--- config.mk ---
export PLATFORM = sky130hd
export DESIGN_NAME = alu_share_arbiter
export DESIGN_NICKNAME = d
export VERILOG_FILES = /design/src/rtl/alu_share_arbiter.sv
export SDC_FILE = /design/constraint.sdc
export NUM_CORES = 1
export LEC_CHECK = 0
export ABC_AREA = 0
export BUFFER_PORTS_ARGS = -buffer_cell sky130_fd_sc_hd__buf_2
export CAP_MARGIN = 20
export CELL_PAD_IN_SITES_DETAIL_PLACEMENT = 1
export CELL_PAD_IN_SITES_GLOBAL_PLACEMENT = 1
export CORE_MARGIN = 5
export CORE_UTILIZATION = 34
export CTS_BUF_LIST = sky130_fd_sc_hd__clkbuf_8
export CTS_CLUSTER_DIAMETER = 60
export DETAILED_ROUTE_END_ITERATION = 7
export GPL_TIMING_DRIVEN = 0
export HOLD_SLACK_MARGIN = 0.1
export PLACE_DENSITY_LB_ADDON = 0.3
export SETUP_SLACK_MARGIN = 0.02
export SYNTH_ARGS = -nofsm -noshare
export SYNTH_HDL_FRONTEND = slang
export SYNTH_SLANG_ARGS = --single-unit
--- constraint.sdc ---
create_clock -name clk -period 4 [get_ports clk]
set_input_delay 1.2 -clock clk [delete_from_list [all_inputs] [get_ports clk]]
set_output_delay 1.2 -clock clk [all_outputs]
set_load 0.03 [all_outputs]
--- src/rtl/alu_share_arbiter.sv ---
// alu_share_arbiter
// Time-shares one ALU between two requesters. One operation is in flight at a
// time. Simultaneous requests are arbitrated round-robin.
//
// State | meaning
// IDLE  | pick a port and accept its request
// EXEC  | ALU inputs are driven from the operand registers; result captured
// RESP  | response held on the latched port until consumed
//
// Ports:
//   clk, reset                    clock, synchronous active-high reset
//   reqN_valid/ready/a/b/ctl/imm  request channel for port N (N = 0, 1)
//   rspN_valid/ready/result/zero/err  response channel for port N
//   alu_a/b/ctl/imm               operands and control driven to the ALU
//   alu_result/alu_zero           ALU outputs, sampled at the end of EXEC
//   busy                          high whenever the FSM is not IDLE
module alu_share_arbiter #(
  parameter int WIDTH = 32,
  parameter int IMM_W = 21
) (
  input  logic             clk,
  input  logic             reset,
  input  logic             req0_valid,
  output logic             req0_ready,
  input  logic [WIDTH-1:0] req0_a,
  input  logic [WIDTH-1:0] req0_b,
  input  logic [3:0]       req0_ctl,
  input  logic [IMM_W-1:0] req0_imm,
  input  logic             req1_valid,
  output logic             req1_ready,
  input  logic [WIDTH-1:0] req1_a,
  input  logic [WIDTH-1:0] req1_b,
  input  logic [3:0]       req1_ctl,
  input  logic [IMM_W-1:0] req1_imm,
  output logic             rsp0_valid,
  input  logic             rsp0_ready,
  output logic [WIDTH-1:0] rsp0_result,
  output logic             rsp0_zero,
  output logic             rsp0_err,
  output logic             rsp1_valid,
  input  logic             rsp1_ready,
  output logic [WIDTH-1:0] rsp1_result,
  output logic             rsp1_zero,
  output logic             rsp1_err,
  output logic [WIDTH-1:0] alu_a,
  output logic [WIDTH-1:0] alu_b,
  output logic [3:0]       alu_ctl,
  output logic [IMM_W-1:0] alu_imm,
  input  logic [WIDTH-1:0] alu_result,
  input  logic             alu_zero,
  output logic             busy
);

  typedef enum logic [1:0] {IDLE, EXEC, RESP} state_t;

  state_t           state_q, state_d;
  logic             last_grant_q;
  logic             port_q;
  logic [WIDTH-1:0] a_q, b_q;
  logic [3:0]       ctl_q;
  logic [IMM_W-1:0] imm_q;
  logic [WIDTH-1:0] result_q;
  logic             zero_q;
  logic             err_q;

  logic             grant;
  logic             handshake;
  logic             rsp_fire;
  logic [WIDTH-1:0] sel_a, sel_b;
  logic [3:0]       sel_ctl;
  logic [IMM_W-1:0] sel_imm;

  function automatic logic ctl_legal(input logic [3:0] ctl);
    case (ctl)
      4'b0000, 4'b0001, 4'b0010, 4'b0110, 4'b1110, 4'b1100: ctl_legal = 1'b1;
      default:                                              ctl_legal = 1'b0;
    endcase
  endfunction

  always_comb begin
    state_d    = state_q;
    grant      = 1'b0;
    req0_ready = 1'b0;
    req1_ready = 1'b0;
    // On a tie the port that did not win last time goes next.
    if (req0_valid && req1_valid) grant = ~last_grant_q;
    else if (req1_valid)          grant = 1'b1;
    if (!reset && state_q == IDLE) begin
      req0_ready = req0_valid && !grant;
      req1_ready = req1_valid && grant;
    end
    handshake = req0_ready || req1_ready;
    sel_a     = grant ? req1_a   : req0_a;
    sel_b     = grant ? req1_b   : req0_b;
    sel_ctl   = grant ? req1_ctl : req0_ctl;
    sel_imm   = grant ? req1_imm : req0_imm;
    rsp_fire  = port_q ? (rsp1_valid && rsp1_ready) : (rsp0_valid && rsp0_ready);
    case (state_q)
      IDLE:    if (handshake) state_d = ctl_legal(sel_ctl) ? EXEC : RESP;
      EXEC:    state_d = RESP;
      RESP:    if (rsp_fire) state_d = IDLE;
      default: state_d = IDLE;
    endcase
  end

  always_ff @(posedge clk) begin
    if (reset) begin
      state_q      <= IDLE;
      last_grant_q <= 1'b1;
      port_q       <= 1'b0;
      a_q          <= '0;
      b_q          <= '0;
      ctl_q        <= 4'b0000;
      imm_q        <= '0;
      result_q     <= '0;
      zero_q       <= 1'b0;
      err_q        <= 1'b0;
    end else begin
      state_q <= state_d;
      if (handshake) begin
        last_grant_q <= grant;
        port_q       <= grant;
        // Illegal codes never reach the ALU, so its inputs keep the last
        // issued operation.
        if (ctl_legal(sel_ctl)) begin
          a_q   <= sel_a;
          b_q   <= sel_b;
          ctl_q <= sel_ctl;
          imm_q <= sel_imm;
        end else begin
          result_q <= '0;
          zero_q   <= 1'b0;
          err_q    <= 1'b1;
        end
      end
      if (state_q == EXEC) begin
        result_q <= alu_result;
        zero_q   <= alu_zero;
        err_q    <= 1'b0;
      end
    end
  end

  assign alu_a       = a_q;
  assign alu_b       = b_q;
  assign alu_ctl     = ctl_q;
  assign alu_imm     = imm_q;
  assign rsp0_valid  = (state_q == RESP) && !port_q;
  assign rsp1_valid  = (state_q == RESP) && port_q;
  assign rsp0_result = result_q;
  assign rsp1_result = result_q;
  assign rsp0_zero   = zero_q;
  assign rsp1_zero   = zero_q;
  assign rsp0_err    = err_q;
  assign rsp1_err    = err_q;
  assign busy        = (state_q != IDLE);

endmodule
After elaboration in Yosys (flattened, before gate mapping)
Index checks and enable logic that the tools add are counted.

operators by class
  equal/unequal tests = 10
  multiplexer cells = 23
  bitwise logic cells = 2
  reductions and logical operators = 22

operator list
  operator                                               number
  2-to-1 mux 32 bit                                      5
  2-to-1 mux 21 bit                                      1
  2-to-1 mux 1 bit                                       12
  equality test 4 bit, second input constant             2
  logical AND 1 bit                                      8
  AND reduction 2 bit                                    4
  2-to-1 mux 2 bit                                       3
  one-hot mux 2 bit (3 select lines)                     1
  OR reduction 6 bit                                     1
  equality test 4 x 1 -> 1 bit, second input constant    1
  equality test 4 x 2 -> 1 bit, second input constant    1
  equality test 4 x 3 -> 1 bit, second input constant    1
  logical NOT 4 bit                                      1
  2-to-1 mux 4 bit                                       1
  inequality test 2 bit, second input constant           2
  nonzero test 2 bit                                     2
  logical NOT 1 bit                                      3
  equality test 2 x 1 -> 1 bit, second input constant    1
  equality test 2 bit, second input constant             1
  logical NOT 2 bit                                      1
  inequality test 2 x 1 -> 1 bit, second input constant  1
  inverter 1 bit                                         2
  OR reduction 2 bit                                     1
  logical OR 1 bit                                       1

word-level totals
  register bits = 127
  output and inout bits = 162
  logic and storage cells = 67

Logic depth before layout (Yosys ltp)
  depth in word-level cells = 11
  gate-level depth with buffers = 7
  mapped depth without buffers = 4

Worst setup path after synthesis
No wires, ideal clock.

  path kind = in2out
  from = in req1_valid
  to = out req1_ready
  arrival time = 2,457 ps
  data required time = 2,800 ps
  slack = 343 ps
  stages on the path = 4
  path buffers = 2
  cell sequence = a21bo_2 > clkbuf_1 > clkbuf_1 > nor3_1

between the ends
  longest elaborated chain between the ends = 4
  elaborated cells on any way between the ends = 5

ends and longest elaborated chain
  item                                                          line    RTL
  start: declaration                                            29      input logic req1_valid,
  2-to-1 mux 1 bit / logical AND 1 bit (equally long branches)  87, 86
  2-to-1 mux 1 bit                                              86      if (req0_valid && req1_valid) grant = ~last_grant_q;
  logical AND 1 bit (*)                                         90      req1_ready = req1_valid && grant;
  2-to-1 mux 1 bit (*)                                          88      if (!reset && state_q == IDLE) begin
  end: declaration                                              30      output logic req1_ready,

Mark *: on every way between the ends. The rest lies on a longest branch, timed or not.

Final worst setup path
  from = in req1_valid
  to = out req0_ready

between the ends
  longest elaborated chain between the ends = 5
  elaborated cells on any way between the ends = 6

ends and longest elaborated chain
  item                                                          line    RTL
  2-to-1 mux 1 bit / logical AND 1 bit (equally long branches)  87, 86
  2-to-1 mux 1 bit (*)                                          86
  logical NOT 1 bit (*)                                         89      req0_ready = req0_valid && !grant;
  logical AND 1 bit (*)                                         89
  2-to-1 mux 1 bit (*)                                          88
  end: declaration                                              24      output logic req0_ready,

Marks and branches as above.

==> metrics.log <==
[metrics] most frequent cell after synthesis: nand2_1
[metrics] count of yosys warnings during synthesis: 0
[metrics] number of buffers inserted by post-CTS setup repair: 0
[metrics] RSZ-0062 raised after global routing: no
[metrics] final slew viol count: 0
[metrics] Yosys reg bits: 127
[metrics] wire length of the first global-routing pass: 39000 um
[metrics] Setup TNS Final: 0 ns
[metrics] Vias per Instance: 4.82
[metrics] number of distinct standard cells referenced by the synthesized netlist: 34
[metrics] net switching power: 0.00131 W
[metrics] nature of the critical path endpoint: primary output
[metrics] clock root cell: clkbuf_8
[metrics] total congestion overflow: 0
[metrics] Min-Delay Path Class: register to register
[metrics] clock group share of total power: 29.5%
[metrics] sequential cell fraction of total power: 40.3%
[metrics] Synth Area in Adders: 0%
[metrics] Synth Area in Simple Gates: 20.1%
[metrics] Final setup viols: 0
[metrics] multi-input logic area: 3070 um^2
[metrics] synthesized-area fraction occupied by xor and xnor cells: 0%
[metrics] summed area of non-filler cells in the final layout: 9130 um^2
[metrics] power density cells: 384 nW/um^2
[metrics] largest fanout on the critical path: 12
[metrics] Final GP Congestion: 0.801
[metrics] detail-routed net length per standard cell: 18.3 um
[metrics] number of maximum-capacitance constraint violations: 0
[metrics] status: finished clean
[metrics] I/O pin count: 379
[metrics] Synth top area share: 38.7%
[metrics] level count of the clock H-tree: 4
[metrics] number of vias in the routed layout: 6793
[metrics] post-placement cell count: 1377
[metrics] critical path cell sequence: buf_2, a21bo_2, clkbuf_1, and3_1, buf_2
[metrics] Yosys top cell by area: dfxtp_1
[metrics] average size of a mapped cell: 8.87 um^2
[metrics] core footprint: 18800 um^2
[metrics] switch share: 37.5%
[metrics] share of flip-flops with an asynchronous set or reset: 0%
[metrics] highest ir drop seen on vdd: 0.171 mV
[metrics] largest net degree at the start of global routing: 17
[metrics] Internal: 0.00220 W
[metrics] die span in y: 149 um
[metrics] drt total wl: 25800 um
[metrics] crit path setup slack, layout: 0.207 ns
[metrics] number of iterations in the first detailed-routing pass: 4
[metrics] crit start category: primary input
[metrics] worst-case setup slack after placement: -0.182 ns
[metrics] worst slew margin relative to its limit: 45.2%
[metrics] CTS clk-pin slew, worst paths: 0.07 ns
[metrics] cell with the largest stage delay on the worst path: clkbuf_1
[metrics] Post-Place Cell Area: 8770 um^2
[metrics] overall die width: 149 um
[metrics] leakage component of the power: 4.64 nW
[metrics] Worst Clk Skew: 0.0138 ns
[metrics] clock tree from TritonCTS: done
[metrics] main area contributors after synthesis: dfxtp_1, a221oi_2, nand2_1, and3_1, inv_1
[metrics] top cell types by occurrence after synthesis: nand2_1, dfxtp_1, inv_1
[metrics] count of cells resized by post-cts repair: 0
[metrics] Non-Filler Instances: 1409
[metrics] Iteration-0 DRC Markers: 177
[metrics] CTS Hold Bufs: 0
[metrics] proportion of layout cells with a drive suffix above 1: 49.1%
[metrics] cell area after synthesis: 6560 um^2
[metrics] transition time at the pin with the least slew margin: 0.823 ns
[metrics] total die area: 22200 um^2
[metrics] number of synthesized flops with an enable pin: 0
[metrics] sequential fraction of the synthesis area: 38.7%
[metrics] Final Critical Period: 3.79 ns
[metrics] final worst hold slack: 0.460 ns
[metrics] part of the power in combinational logic: 30.2%
[metrics] filler cell count: 2404
[metrics] Clock Tree Buf Depth: 2
[metrics] CTS sink count: 127
[metrics] number of buffers inserted during clock tree synthesis: 17
[metrics] critical path data arrival time: 2.59 ns
[metrics] initial antenna violation count: 4
[metrics] remaining routing DRC violations: 0
[metrics] post-route antenna net violation count: 0
[metrics] placed wire-length estimate after detailed placement: 20700 um
[metrics] first element of the critical path: req1_valid
[metrics] critical path required time: 2.80 ns
[metrics] FMAX: 264 MHz
[metrics] Synthesized Nets: 957
[metrics] clock latency on the worst-skew pair: 0.45 ns
[metrics] prevailing post-synth register cell: dfxtp_1
[metrics] kind of critical path: primary input to primary output
[metrics] Hold Vio Cnt, Final: 0
[metrics] number of global-route vias before repair: 7097
[metrics] FF/Latch Area: 2540 um^2
[metrics] post-synthesis instance total: 740
[metrics] cell with the most instances on the worst path: buf_2
[metrics] combinational family with the most area after synthesis: compound AO/OA/AOI/OAI gates
[metrics] growth of design area from synthesis to finish: 39.1%
[metrics] worst flop-to-flop path startpoint: state_q[1]
[metrics] multiplexer fraction of the synthesized cell area: 0.381%
[metrics] # port buffers: 377
[metrics] complex-gate fraction of the synthesized area: 26.3%
[metrics] worst hold start: alu_a[7]
[metrics] nets: 1352
[metrics] cell row count: 50
[metrics] Overall Global Routing Usage: 22.5%
[metrics] initial core utilization: 34.9%
[metrics] final clock period utilization by the worst path: 94.8%
[metrics] longest individual stage delay on the worst path: 0.42 ns
==> flip-flops by register name, summed over array words and instances (netlist names) <==
name,flops
last_grant_q,1
state_q,2
alu_b,32
rsp0_result,32
alu_ctl,4
alu_imm,21
rsp0_err,1
port_q,1
rsp0_zero,1
alu_a,32
==> placed cells by master (no fill, tap or decap), types with 2 or more instances in the layout <==
cell        count
dfxtp_1       127
clkinv_4        3
clkinv_2        2
buf_6           9
a21oi_1         2
nor3_1          2
buf_4          37
clkbuf_1       35
inv_1          93
nor2b_1         2
a31oi_1         2
a22o_1         33
a221oi_2       88
inv_6           4
nand2_1       177
clkbuf_8       18
clkinvlp_4      5
buf_2         394
o21ai_0         3
or3b_1          2
nand2b_1        2
and3_1         88
nor2_1          4
==> kinds of logic (layout without fill, tap and decap cells) <==
group / count (synthesis) / after routing
flops: 127 / 127
compound gates: 137 / 137
mux: 2 / 2
simple gates: 282 / 282
other cells: 0 / 1
buf+inv: 192 / 600
==> per-stage QoR <==
step | total power (W) | util [%]
2_1_floorplan | 0.00214 | -
3_3_place_gp | 0.00250 | 46.6
3_5_place_dp | 0.00251 | 46.6
4_1_cts | 0.00355 | 48.5
5_1_grt | 0.00369 | 48.5
6_report | 0.00351 | 48.5
==> worst max-delay path: cells and delay by family <==
family | cells | cell delay, ns
AOI/OAI and AO/OA | 1 | 0.39
buffers and inverters | 3 | 0.75
and+or+nand+nor | 1 | 0.25
==> worst paths after layout <==
check | cells past startpoint | slack, ns | to
setup / recovery | 5 | 0.21 | req0_ready
hold reg to reg | 2 | 0.46 | alu_a[7]
hold / removal | 2 | 0.46 | alu_a[7]
setup reg to reg | 6 | 1.62 | alu_imm[13]
==> power by group through the flow <==
stage,clock network (W),registers (W),logic (W)
2_1_floorplan,0,0.00162,0.000523
3_3_place_gp,0,0.00144,0.00106
3_5_place_dp,0,0.00144,0.00107
4_1_cts,0.00106,0.00142,0.00107
5_1_grt,0.00112,0.00143,0.00114
6_report,0.00104,0.00141,0.00106
==> layer usage <==
| metal | part of all wire (%) | routed length (um) | vias up | global-route usage (%) |
|---|---|---|---|---|
| met5 | 0.13 | 34 | - | 0 |
| met4 | 1.2 | 321 | 6 | 5.77 |
| met3 | 8.0 | 2070 | 26 | 7.57 |
| met2 | 52 | 13400 | 245 | 41.4 |
| met1 | 39 | 9930 | 3194 | 24.7 |
| li1 | - | - | 3322 | - |
==> area by class of cell <==
class / count / share of cell area [%]
inverters: 93 / 3.82
diodes: 1 / 0.0274
clock buffers: 18 / 2.71
clock inverters: 14 / 1.19
multi-input cells: 421 / 33.6
well taps: 260 / 3.56
plain buffers: 98 / 6.52
flip-flops and latches: 127 / 27.8
repair buffers: 377 / 20.7
(Power assumes the default switching activity.)
